### src/rtl/gru_param_reader.sv
// Streams the GRU bias, input-weight and recurrent-weight words out of parameter memory in address
// order, tagging each word with its segment and index, through a 2-entry output FIFO.
module gru_param_reader #(
  parameter int unsigned FLOAT  = 32,
  parameter int unsigned N_BIAS = 72,
  parameter int unsigned N_IN   = 1728,
  parameter int unsigned N_REC  = 1728,
  parameter int unsigned ADDR_W = 12
) (
  input  logic              clk,
  input  logic              rst,
  input  logic              start,
  output logic              busy,
  output logic              done,
  output logic              mem_rd_en,
  output logic [ADDR_W-1:0] mem_addr,
  input  logic [FLOAT-1:0]  mem_rdata,
  output logic              out_valid,
  input  logic              out_ready,
  output logic [FLOAT-1:0]  out_data,
  output logic [1:0]        out_seg,
  output logic [10:0]       out_idx,
  output logic              out_seg_last,
  output logic              out_last
);

  localparam int unsigned Total = N_BIAS + N_IN + N_REC;
  localparam logic [ADDR_W-1:0] SegBase1 = ADDR_W'(N_BIAS);
  localparam logic [ADDR_W-1:0] SegBase2 = ADDR_W'(N_BIAS + N_IN);
  localparam logic [ADDR_W-1:0] LastAddr = ADDR_W'(Total - 1);

  typedef enum logic [1:0] {StIdle, StFetch, StDrain, StFin} state_e;

  state_e state_q, state_d;

  logic [ADDR_W-1:0] addr_q, addr_d;
  logic              rd_vld_q, rd_vld_d;
  logic [ADDR_W-1:0] rd_addr_q, rd_addr_d;
  logic [FLOAT-1:0]  fifo_data_q [2];
  logic [FLOAT-1:0]  fifo_data_d [2];
  logic [ADDR_W-1:0] fifo_addr_q [2];
  logic [ADDR_W-1:0] fifo_addr_d [2];
  logic              wr_ptr_q, wr_ptr_d;
  logic              rd_ptr_q, rd_ptr_d;
  logic [1:0]        count_q, count_d;

  logic              pop;
  logic              issue;
  logic [2:0]        occ;
  logic [ADDR_W-1:0] head_addr;

  always_ff @(posedge clk) begin : state_reg
    if (rst) begin
      state_q <= StIdle;
    end else begin
      state_q <= state_d;
    end
  end

  always_comb begin : next_state
    state_d = state_q;
    case (state_q)
      StIdle:  if (start) state_d = StFetch;
      StFetch: if (issue && (addr_q == LastAddr)) state_d = StDrain;
      StDrain: if (pop && out_last) state_d = StFin;
      StFin:   state_d = StIdle;
      default: state_d = StIdle;
    endcase
  end

  always_comb begin : fsm_out
    busy      = (state_q != StIdle);
    done      = (state_q == StFin);
    mem_rd_en = issue;
    mem_addr  = addr_q;
  end

  // Occupancy counts the word returning this cycle so the FIFO can never be overrun.
  always_comb begin : issue_ctl
    pop   = out_valid & out_ready;
    occ   = 3'(count_q) + 3'(rd_vld_q) - 3'(pop);
    issue = (state_q == StFetch) && (occ < 3'd2);
  end

  always_comb begin : datapath
    addr_d      = addr_q;
    rd_vld_d    = issue;
    rd_addr_d   = rd_addr_q;
    fifo_data_d = fifo_data_q;
    fifo_addr_d = fifo_addr_q;
    wr_ptr_d    = wr_ptr_q;
    rd_ptr_d    = rd_ptr_q;
    count_d     = count_q + 2'(rd_vld_q) - 2'(pop);

    if (state_q == StFin) begin
      addr_d = '0;
    end else if (issue) begin
      addr_d    = addr_q + 1'b1;
      rd_addr_d = addr_q;
    end

    if (rd_vld_q) begin
      fifo_data_d[wr_ptr_q] = mem_rdata;
      fifo_addr_d[wr_ptr_q] = rd_addr_q;
      wr_ptr_d              = ~wr_ptr_q;
    end
    if (pop) begin
      rd_ptr_d = ~rd_ptr_q;
    end
  end

  always_ff @(posedge clk) begin : datapath_reg
    if (rst) begin
      addr_q      <= '0;
      rd_vld_q    <= 1'b0;
      rd_addr_q   <= '0;
      fifo_data_q <= '{default: '0};
      fifo_addr_q <= '{default: '0};
      wr_ptr_q    <= 1'b0;
      rd_ptr_q    <= 1'b0;
      count_q     <= '0;
    end else begin
      addr_q      <= addr_d;
      rd_vld_q    <= rd_vld_d;
      rd_addr_q   <= rd_addr_d;
      fifo_data_q <= fifo_data_d;
      fifo_addr_q <= fifo_addr_d;
      wr_ptr_q    <= wr_ptr_d;
      rd_ptr_q    <= rd_ptr_d;
      count_q     <= count_d;
    end
  end

  // Tags are decoded from the head word's address; everything reads zero while no word is held.
  always_comb begin : tag_decode
    out_valid    = (count_q != 2'd0);
    head_addr    = fifo_addr_q[rd_ptr_q];
    out_data     = '0;
    out_seg      = 2'd0;
    out_idx      = '0;
    out_seg_last = 1'b0;
    out_last     = 1'b0;
    if (out_valid) begin
      out_data = fifo_data_q[rd_ptr_q];
      if (head_addr < SegBase1) begin
        out_seg      = 2'd0;
        out_idx      = 11'(head_addr);
        out_seg_last = (head_addr == SegBase1 - 1'b1);
      end else if (head_addr < SegBase2) begin
        out_seg      = 2'd1;
        out_idx      = 11'(head_addr - SegBase1);
        out_seg_last = (head_addr == SegBase2 - 1'b1);
      end else begin
        out_seg      = 2'd2;
        out_idx      = 11'(head_addr - SegBase2);
        out_seg_last = (head_addr == LastAddr);
        out_last     = (head_addr == LastAddr);
      end
    end
  end

endmodule

### config.mk
export PLATFORM = sky130hd
export DESIGN_NAME = gru_param_reader
export DESIGN_NICKNAME = d
export VERILOG_FILES = /design/src/rtl/gru_param_reader.sv
export SDC_FILE = /design/constraint.sdc
export NUM_CORES = 1
export LEC_CHECK = 0
export CAP_MARGIN = 5
export CORE_MARGIN = 2
export CORE_UTILIZATION = 30
export CTS_CLUSTER_DIAMETER = 150
export DETAILED_ROUTE_END_ITERATION = 8
export PLACE_DENSITY = 0.48
export SYNTH_ARGS = -nofsm -noshare
export SYNTH_HDL_FRONTEND = slang
export SYNTH_SLANG_ARGS = --single-unit
export TNS_END_PERCENT = 100
### constraint.sdc
create_clock -name clk -period 6 [get_ports clk]
set_clock_uncertainty 0.2 [all_clocks]
set_input_delay 0.9 -clock clk [delete_from_list [all_inputs] [get_ports clk]]
set_output_delay 0.9 -clock clk [all_outputs]
set_load 0.005 [all_outputs]
# Yosys cells after proc, flatten, opt, wreduce, memory -nomap -nowiden
# Index checks and enable logic that the tools add are counted.
# W data, S select, Z words.
[op_classes]
bitwise = 6
n_reduce_logical = 10
addsub = 7
magnitude_cmp = 6
muxes = 29
n_eq_ne = 10
[ops]
columns = ["op", "n"]
rows = [
  ["$mux W32", 5],
  ["$bwmux W64", 1],
  ["$mux W12", 4],
  ["$mux W11", 3],
  ["$demux W32 S1", 1],
  ["$bwmux W24", 1],
  ["$eq A12 B12 Y1 const B", 2],
  ["$add A12 B1 Y12 const B", 1],
  ["$demux W12 S1", 1],
  ["$eq A12 B11 Y1 const B", 1],
  ["$eq A12 B7 Y1 const B", 1],
  ["$lt A12 B11 Y1 const B", 1],
  ["$lt A12 B7 Y1 const B", 1],
  ["$mux W2", 6],
  ["$sub A11 B11 Y11 const B", 1],
  ["$sub A11 B7 Y11 const B", 1],
  ["$pmux W2 S4", 1],
  ["$mux W1", 6],
  ["$ne A2 B2 Y1 const B", 3],
  ["$eq A2 B2 Y1 const B", 2],
  ["$ge A2 B2 Y1 const B", 2],
  ["$logic_and A1 B1 Y1", 4],
  ["$not A1 Y2", 2],
  ["$reduce_bool A2 Y1", 2],
  ["other kinds (13)", 15],
]
[word_totals]
output_inout_bits = 63
regBits = 119
word_cells = 79

# Logic depth before layout (Yosys ltp)
# Gate-level depths: netlist of the first run.
[depth]
word_depth = 11
ltp_mapped = 14

# Worst setup path before layout of the first run
# No wires, ideal clock.
[synth_path]
kind = "input port to flip-flop"
from = "input out_ready"
to = "register state_q[0]"
setup_ns = 0.088
cell_stages = 12
t_required_ns = 5.712
n_path_buf = 1
setup_slack_ns = 2.283
t_arrival_ns = 3.429
cell_sequence = "nand2_1 -> inv_1 -> ha_1 -> inv_1 -> ha_1 -> fa_1 -> nand2b_1 -> or3b_1 -> buf_2 -> a221o_1 -> mux2_4 -> a311oi_2"
[synth_between]
elab_chain_len = 7
[synth_lines]
columns = ["item", "line", "text"]
rows = [
  ["from (decl)", "19", "input logic out_ready,"],
  ["$and A1 B1 Y1 *", "80", "pop = out_valid & out_ready;"],
  ["via pop", "47", "logic pop;"],
  ["$sub A3 B1 Y3", "81", "occ = 3'(count_q) + 3'(rd_vld_q) - 3'(pop);"],
  ["$lt A3 B2 Y1", "82", "issue = (state_q == StFetch) && (occ < 3'd2);"],
  ["$logic_and A1 B1 Y1", "82", ""],
  ["$logic_and A1 B1 Y1", "64", "StFetch: if (issue && (addr_q == LastAddr)) state_d = StDrain;"],
  ["$ne A2 B2 Y1 (no source line)", "-", ""],
  ["$reduce_and A3 Y1 (no source line) *", "-", ""],
  ["to (signal assigned)", "54", "state_q <= StIdle;"],
  ["to (signal assigned)", "56", "state_q <= state_d;"],
  ["to (decl)", "34", "state_e state_q, state_d;"],
]
# Mark *: on every way through the listed nets, which the timed path passes. The rest lies on a longest branch.
# A chain may end at the register's enable or synchronous reset.

# Worst setup path in the final report of the first run
[layout_path]
from = "register rd_ptr_q"
to = "output out_idx[10]"
[layout_between]
elab_chain_len = 8
[layout_lines]
columns = ["item", "line", "text"]
rows = [
  ["from (decl)", "44", "logic rd_ptr_q, rd_ptr_d;"],
  ["from (signal assigned)", "129", "rd_ptr_q <= rd_ptr_d;"],
  ["$not A1 Y2 (not written as such) *", "137", "head_addr = fifo_addr_q[rd_ptr_q];"],
  ["$mux W12 (not written as such) * (3 in series)", "137", ""],
  ["$sub A11 B11 Y11 (tied with other cells)", "155", "out_idx = 11'(head_addr - SegBase2);"],
  ["$mux W11", "149", "end else if (head_addr < SegBase2) begin"],
  ["$mux W11 *", "145", "if (head_addr < SegBase1) begin"],
  ["$mux W11 *", "143", "if (out_valid) begin"],
  ["to (decl)", "22", "output logic [10:0] out_idx,"],
]
# Mark *: on every way between the ends. The rest lies on a longest branch, timed or not. The select of a mux whose other input is x is not followed.

==> impl_metrics.tcl, run 1 <==
set metrics [dict create \
    via_count 5015 \
    post_synth_xor_area_fraction_pct 2.69 \
    simple_gate_fraction_of_synth_area_pct 24.0 \
    arrival_ns 4.15 \
    grt_max_degree 112 \
    place.detailed.hpwl_um 10100 \
    first_global_vias 4860 \
    antennaDiodeCount 0 \
    cell_count_post_placement 994 \
    fin_util_pct 40.2 \
    globalRoute.totalOverflow 0 \
    grt_first_pass_wirelength_um 24900 \
    hold_slack_ns 0.252 \
    worst_setup_path_end_kind "output pin" \
    crit_chain "nor4b_1, o22ai_1, nand3_1, nand2_1, ha_1, a311oi_2, o21ai_0, nor2b_1, mux2_2, clkdlybuf4s50_1" \
    largest_family_of_logic_cells_by_synthesized_area "simple AND/OR/NAND/NOR gates" \
    worst_skew_pair_latency_ns 0.41 \
    design.core.area_um2 18000 \
    maxCapViolCount 0 \
    placement.io_buffers 98 \
    hold_viol 0 \
    drt-total-wl_um 15800 \
    post_route_cells_drive_above_1_share_pct 6.66 \
    run_status "complete, no violations" \
    grt_util_all_layers_pct 16.1 \
    postRouteAntennaNets 0 \
    slew_violations 0 \
    syn-cell-area_um2 5550 \
    leakage_power_figure_nw 2.37 \
    critPathLaunchType "flop" \
    yosys.cell_types.count 49 \
    cts.path.max_buffers 2 \
    setup_violations 0 \
    fin_crit_ns 5.25 \
    worst-setup-path-type "flop to output pin" \
    post_cts_resize_count 0 \
    yosys-top-cells-area "dfxtp_1 43%, nand2_1 13%, mux2i_1 9.4%, a21oi_1 8.5%, nor2_1 5.6%" \
    place_worst_setup_slack_ns 1.20 \
    floorplan.initialDensity_pct 30.8 \
    muxShareOfSynthArea_pct 10.9 \
    yosys.area_share.adder_pct 3.07 \
    synth_sequential_area_ratio_pct 43.0 \
    holdBufCountCts 0 \
    tns_ns 0 \
    async_flop_share_pct 0 \
    detail_route.first_pass.iterations 4 \
    n_fill_cell 1823 \
    worst_ir_drop_vdd_v 0.000269 \
    clk_pin_slew_worst_paths_ns 0.06 \
    row_count 49 \
    dieWidth_um 140 \
    finish.cell_count_without_fillers 1025 \
    die_height_um 140 \
    synth_flop_cell "dfxtp_1" \
    worst-endpoint-required_ns 4.90 \
    synth.yosys.warnings 0 \
    nNetsFinal 833 \
    timing_worst_slew_pin_value_ns 1.17 \
    reg2regPathDepth 14 \
    drt-vias-per-instance 4.89 \
    worst_setup_slack_final_ns 0.751 \
    powerDensity_nw_per_um2 367 \
    synth.top_cells.by_count "192 x nand2_1, 119 x dfxtp_1, 94 x a21oi_1" \
    wl_per_cell_um 15.4 \
    antenna_violations_before_repair 0 \
    syn-instance-count 709 \
    clock_sink_count 119 \
    avg_synthesized_cell_area_um2 7.82 \
    synth_top_area_share_pct 43.0 \
    top_level_ports 99 \
    hp-class "flop to flop" \
    critical_path.max_stage_delay_ns 1.00 \
    postSynthRegisterBits 119 \
    cts_tree "built" \
    critical_path.slowest_cell "dfxtp_4" \
    drt_drc_violations_left 0 \
    timing.hold.worst_path_depth 2 \
    synthesis.nets 758 \
    gp_congestion 0.813 \
    max_slew_margin_pct 21.7 \
    final.period_utilization_pct 87.5 \
    rsz0062_at_grt "no" \
    cts.htree.levels 4 \
    fp.dieArea_um2 19600 \
    cts_inserted_buffers 17 \
    synth_top_cell_by_area "dfxtp_1" \
    root_buffer "clkbuf_16" \
    post_cts_buffers 0 \
    area_overhead_of_the_layout_relative_to_synthesis_pct 30.8 \
    number_of_enable_type_register_cells_in_the_synthesized_netlist 0 \
    fmax_mhz 191 \
    largest_fanout_of_any_net_on_the_critical_path 64 \
    complex_gate_fraction_of_the_synthesized_area_pct 12.1 \
    dr.first_iter.drc_count 259 \
    most_repeated_cell_in_the_gate_level_netlist_after_synthesis "nand2_1" \
]
-- metrics by stage --
| stage | power, W | instance area, um2 |
|---|---|---|
| floorplan | 0.00143 | 5550 |
| global placement | 0.00168 | 6680 |
| detailed placement | 0.00170 | 6680 |
| CTS | 0.00270 | 7250 |
| global route | 0.00281 | 7250 |
| finish | 0.00267 | 7250 |
-- power breakdown --
part | total, W | switching, W | internal, W
Clock | 0.000992 | 0.000364 | 0.000628
Combinational | 0.000706 | 0.000386 | 0.000320
Sequential | 0.000967 | 0.000115 | 0.000852
Total | 0.00267 | 0.000864 | 0.00180
-- cells in the final DEF, fill, tap and decap left out, drive strengths merged, types with 7 or more instances in the layout --
cell           count
mux2               7
clkdlybuf4s50     97
mux2i             52
xor2               7
dfxtp            119
xnor2             10
ha                12
o21ai              7
nand2            192
a21oi             94
inv               18
clkbuf            19
nor2              82
-- critical path: cells and delay by family, from the launching register on --
family	cells	cell delay, ns
flip-flops	1	1.00
AND/OR/NAND/NOR	4	0.99
AO/OA/AOI/OAI	3	0.66
adder cells (fa/ha/maj)	1	0.34
buffers and inverters	1	0.44
multiplexers	1	0.28
-- state kept, by name (all words and copies together), names as in the netlist --
| register | count |
|---|---|
| wr_ptr_q | 1 |
| rd_addr_q | 12 |
| rd_vld_q | 1 |
| fifo_addr_q | 24 |
| mem_addr | 12 |
| rd_ptr_q | 1 |
| fifo_data_q | 64 |
| state_q | 2 |
| count_q | 2 |
-- per-layer routing --
metal | global-route usage, % | wire [um] | up-vias
met3 | 3.97 | 698 | 21
met5 | 0 | 0 | -
met2 | 26.6 | 7410 | 113
met1 | 20.3 | 7350 | 2368
met4 | 6.32 | 306 | 0
li1 | - | - | 2513
-- worst paths after layout --
kind	start	endpoint	slack, ns
min	fifo_data_q[6]	fifo_data_q[6]	0.25
max	rd_ptr_q	out_idx[10]	0.75
min reg2reg	fifo_data_q[6]	fifo_data_q[6]	0.25
max reg2reg	count_q[1]	state_q[0]	1.76
-- final cells by class --
cell class / count / area [um2] / share of cell area (%)
clock buffers: 19 / 453 / 6.24
multi-input cells: 529 / 2940 / 40.5
flip-flops and latches: 119 / 2390 / 32.9
clock inverters: 12 / 126 / 1.74
repair buffers: 101 / 1000 / 13.8
inverters: 16 / 60.1 / 0.828
well taps: 229 / 287 / 3.95
-- cells by family (layout without fill, tap and decap cells) --
group                    count (synthesis)  in the layout
AO/OA/AOI/OAI                          120            120
XOR/XNOR                                17             17
adder cells (fa/ha/maj)                 13             13
buffers and inverters                   61            148
flip-flops                             119            119
multiplexers                            59             59
AND/OR/NAND/NOR                        320            320
Power figures use the tool's default switching activity.
==> run 2: changes to the inputs <==
--- a/config.mk
+++ b/config.mk
@@ -11,6 +11,7 @@
 export CTS_CLUSTER_DIAMETER = 150
 export DETAILED_ROUTE_END_ITERATION = 8
 export PLACE_DENSITY = 0.48
+export SKIP_LAST_GASP = 1
 export SYNTH_ARGS = -nofsm -noshare
 export SYNTH_HDL_FRONTEND = slang
 export SYNTH_SLANG_ARGS = --single-unit
==> results of run 2 <==
Same layout as run 1: the final DEF is identical, and so are final timing and power.
==> run 3: changes to the inputs <==
--- a/config.mk
+++ b/config.mk
@@ -6,11 +6,13 @@
 export NUM_CORES = 1
 export LEC_CHECK = 0
 export CAP_MARGIN = 5
+export CELL_PAD_IN_SITES_DETAIL_PLACEMENT = 1
+export CELL_PAD_IN_SITES_GLOBAL_PLACEMENT = 1
 export CORE_MARGIN = 2
 export CORE_UTILIZATION = 30
 export CTS_CLUSTER_DIAMETER = 150
 export DETAILED_ROUTE_END_ITERATION = 8
-export PLACE_DENSITY = 0.48
+export PLACE_DENSITY = 0.63
 export SKIP_LAST_GASP = 1
 export SYNTH_ARGS = -nofsm -noshare
 export SYNTH_HDL_FRONTEND = slang
==> run 3 against run 2 <==
Routed wire length is 9.3% higher. Worst setup slack improved by 0.41 ns. Total power shrank 0.21%. Sequential cell count stayed put. Hold slack improved by 0.00088 ns. Global-route usage grew 1.5 points. Via count up 2.8%. Maximum frequency up 8.4%. First-iteration DRC count down 25%. Clock power is 2.6% lower. Combinational power is 10% higher. Critical endpoint unchanged.
==> impl_metrics.tcl, run 3 (same netlist as run 1, synthesis figures left out) <==
set metrics [dict create \
    run_status "complete, no violations" \
    top_regs "fifo_data_q (64), fifo_addr_q (24)" \
    antenna_violations_before_repair 0 \
    hold_viol 0 \
    mostFrequentLayoutCell "nand2_1" \
    fin_crit_ns 4.84 \
    worst-setup-path-type "flop to output pin" \
    leakage_power_figure_nw 2.37 \
    root_buffer "clkbuf_16" \
    postRouteAntennaNets 0 \
    final.period_utilization_pct 80.7 \
    nNetsFinal 834 \
    top_level_ports 99 \
    via_count 5155 \
    drt-total-wl_um 17200 \
    clock_sink_count 119 \
    antennaDiodeCount 0 \
    row_count 49 \
    max_slew_margin_pct 16.5 \
    grt_first_pass_wirelength_um 27700 \
    post_cts_resize_count 0 \
    powerDensity_nw_per_um2 367 \
    timing_worst_slew_pin_value_ns 1.25 \
    worst-endpoint-required_ns 4.90 \
    fmax_mhz 207 \
    drt-vias-per-instance 5.02 \
    largest_fanout_of_any_net_on_the_critical_path 28 \
    place.detailed.hpwl_um 11500 \
    arrival_ns 3.74 \
    grt_util_all_layers_pct 17.6 \
    cts_inserted_buffers 17 \
    cts.path.max_buffers 2 \
    dieWidth_um 140 \
    area_overhead_of_the_layout_relative_to_synthesis_pct 30.8 \
    gp_congestion 0.787 \
    most-common-layout-cells "192 x nand2_1, 118 x dfxtp_1, 97 x clkdlybuf4s50_1" \
    hp-class "flop to flop" \
    die_height_um 140 \
    slew_violations 0 \
    floorplan.initialDensity_pct 30.8 \
    drt_drc_violations_left 0 \
    post_cts_buffers 0 \
    holdBufCountCts 0 \
    tns_ns 0 \
    cts_tree "built" \
    globalRoute.totalOverflow 0 \
    placement.io_buffers 98 \
    cts.htree.levels 4 \
    worst_ir_drop_vdd_v 0.000226 \
    detail_route.first_pass.iterations 4 \
    dr.first_iter.drc_count 193 \
    maxCapViolCount 0 \
    grt_max_degree 112 \
    setup_violations 0 \
    design.core.area_um2 18000 \
    wl_per_cell_um 16.8 \
    clk_pin_slew_worst_paths_ns 0.05 \
    post_route_cells_drive_above_1_share_pct 6.77 \
    rsz0062_at_grt "no" \
    fp.dieArea_um2 19600 \
    worst_skew_pair_latency_ns 0.41 \
    first_global_vias 5456 \
    power.total_w 0.00266 \
    critPathLaunchType "flop" \
    worst_setup_path_end_kind "output pin" \
    regMostFlops "fifo_data_q" \
    largest_register_ff_count 64 \
]
==> run 3: critical path, stage by stage (launching register included) <==
cell             delay [ns]
dfxtp_2                0.64
nor4b_1                0.57
o22ai_1                0.23
nand3_1                0.14
nand2_1                0.10
ha_1                   0.35
a311oi_2               0.27
o21ai_0                0.16
nor2b_1                0.15
mux2_2                 0.28
clkdlybuf4s50_1        0.44
==> run 3: routing by layer <==
| metal | up-vias | GRT usage, % | wire [um] |
|---|---|---|---|
| met5 | - | 0 | 0 |
| met4 | 0 | 5.74 | 281 |
| met3 | 21 | 3.11 | 484 |
| met2 | 83 | 31.5 | 8720 |
| met1 | 2542 | 21.5 | 7730 |
| li1 | 2509 | - | - |
==> run 3: final cells by class <==
type,count,area [um2]
well taps,229,287
repair buffers,102,1010
flip-flops and latches,119,2380
clock buffers,21,470
multi-input cells,529,2940
fillers,2179,10800
inverters,16,60.1
clock inverters,11,100
==> run 3: power by group <==
part / switching [W] / leakage (nW) / total, W / internal, W
Combinational: 0.000458 / 1.13 / 0.000779 / 0.000321
Clock: 0.000365 / 0.279 / 0.000966 / 0.000601
Sequential: 0.0000629 / 0.961 / 0.000914 / 0.000851
==> run 3: path summary, 6_finish.rpt <==
check	endpoint	from	slack, ns	cells after the start
worst max-delay path	out_idx[10]	rd_ptr_q	1.16	10
worst min-delay path	fifo_data_q[24]	fifo_data_q[24]	0.25	2
worst max register to register	state_q[0]	count_q[1]	2.34	13
worst min register to register	fifo_data_q[24]	fifo_data_q[24]	0.25	2
==> run 3: metrics by stage <==
step           cell area, um2  util [%]  worst slack, ns  hold WS (ns)  std cells
5_1_grt                  7250      40.2            0.903         0.269       1027
2_1_floorplan            5550         -             2.28         0.236        709
4_1_cts                  7250      40.2             1.14         0.256       1027
6_report                 7250      40.2             1.16         0.253       1027
3_3_place_gp             6680      37.1             1.34         0.241        995
3_5_place_dp             6680      37.1             1.30         0.249        995
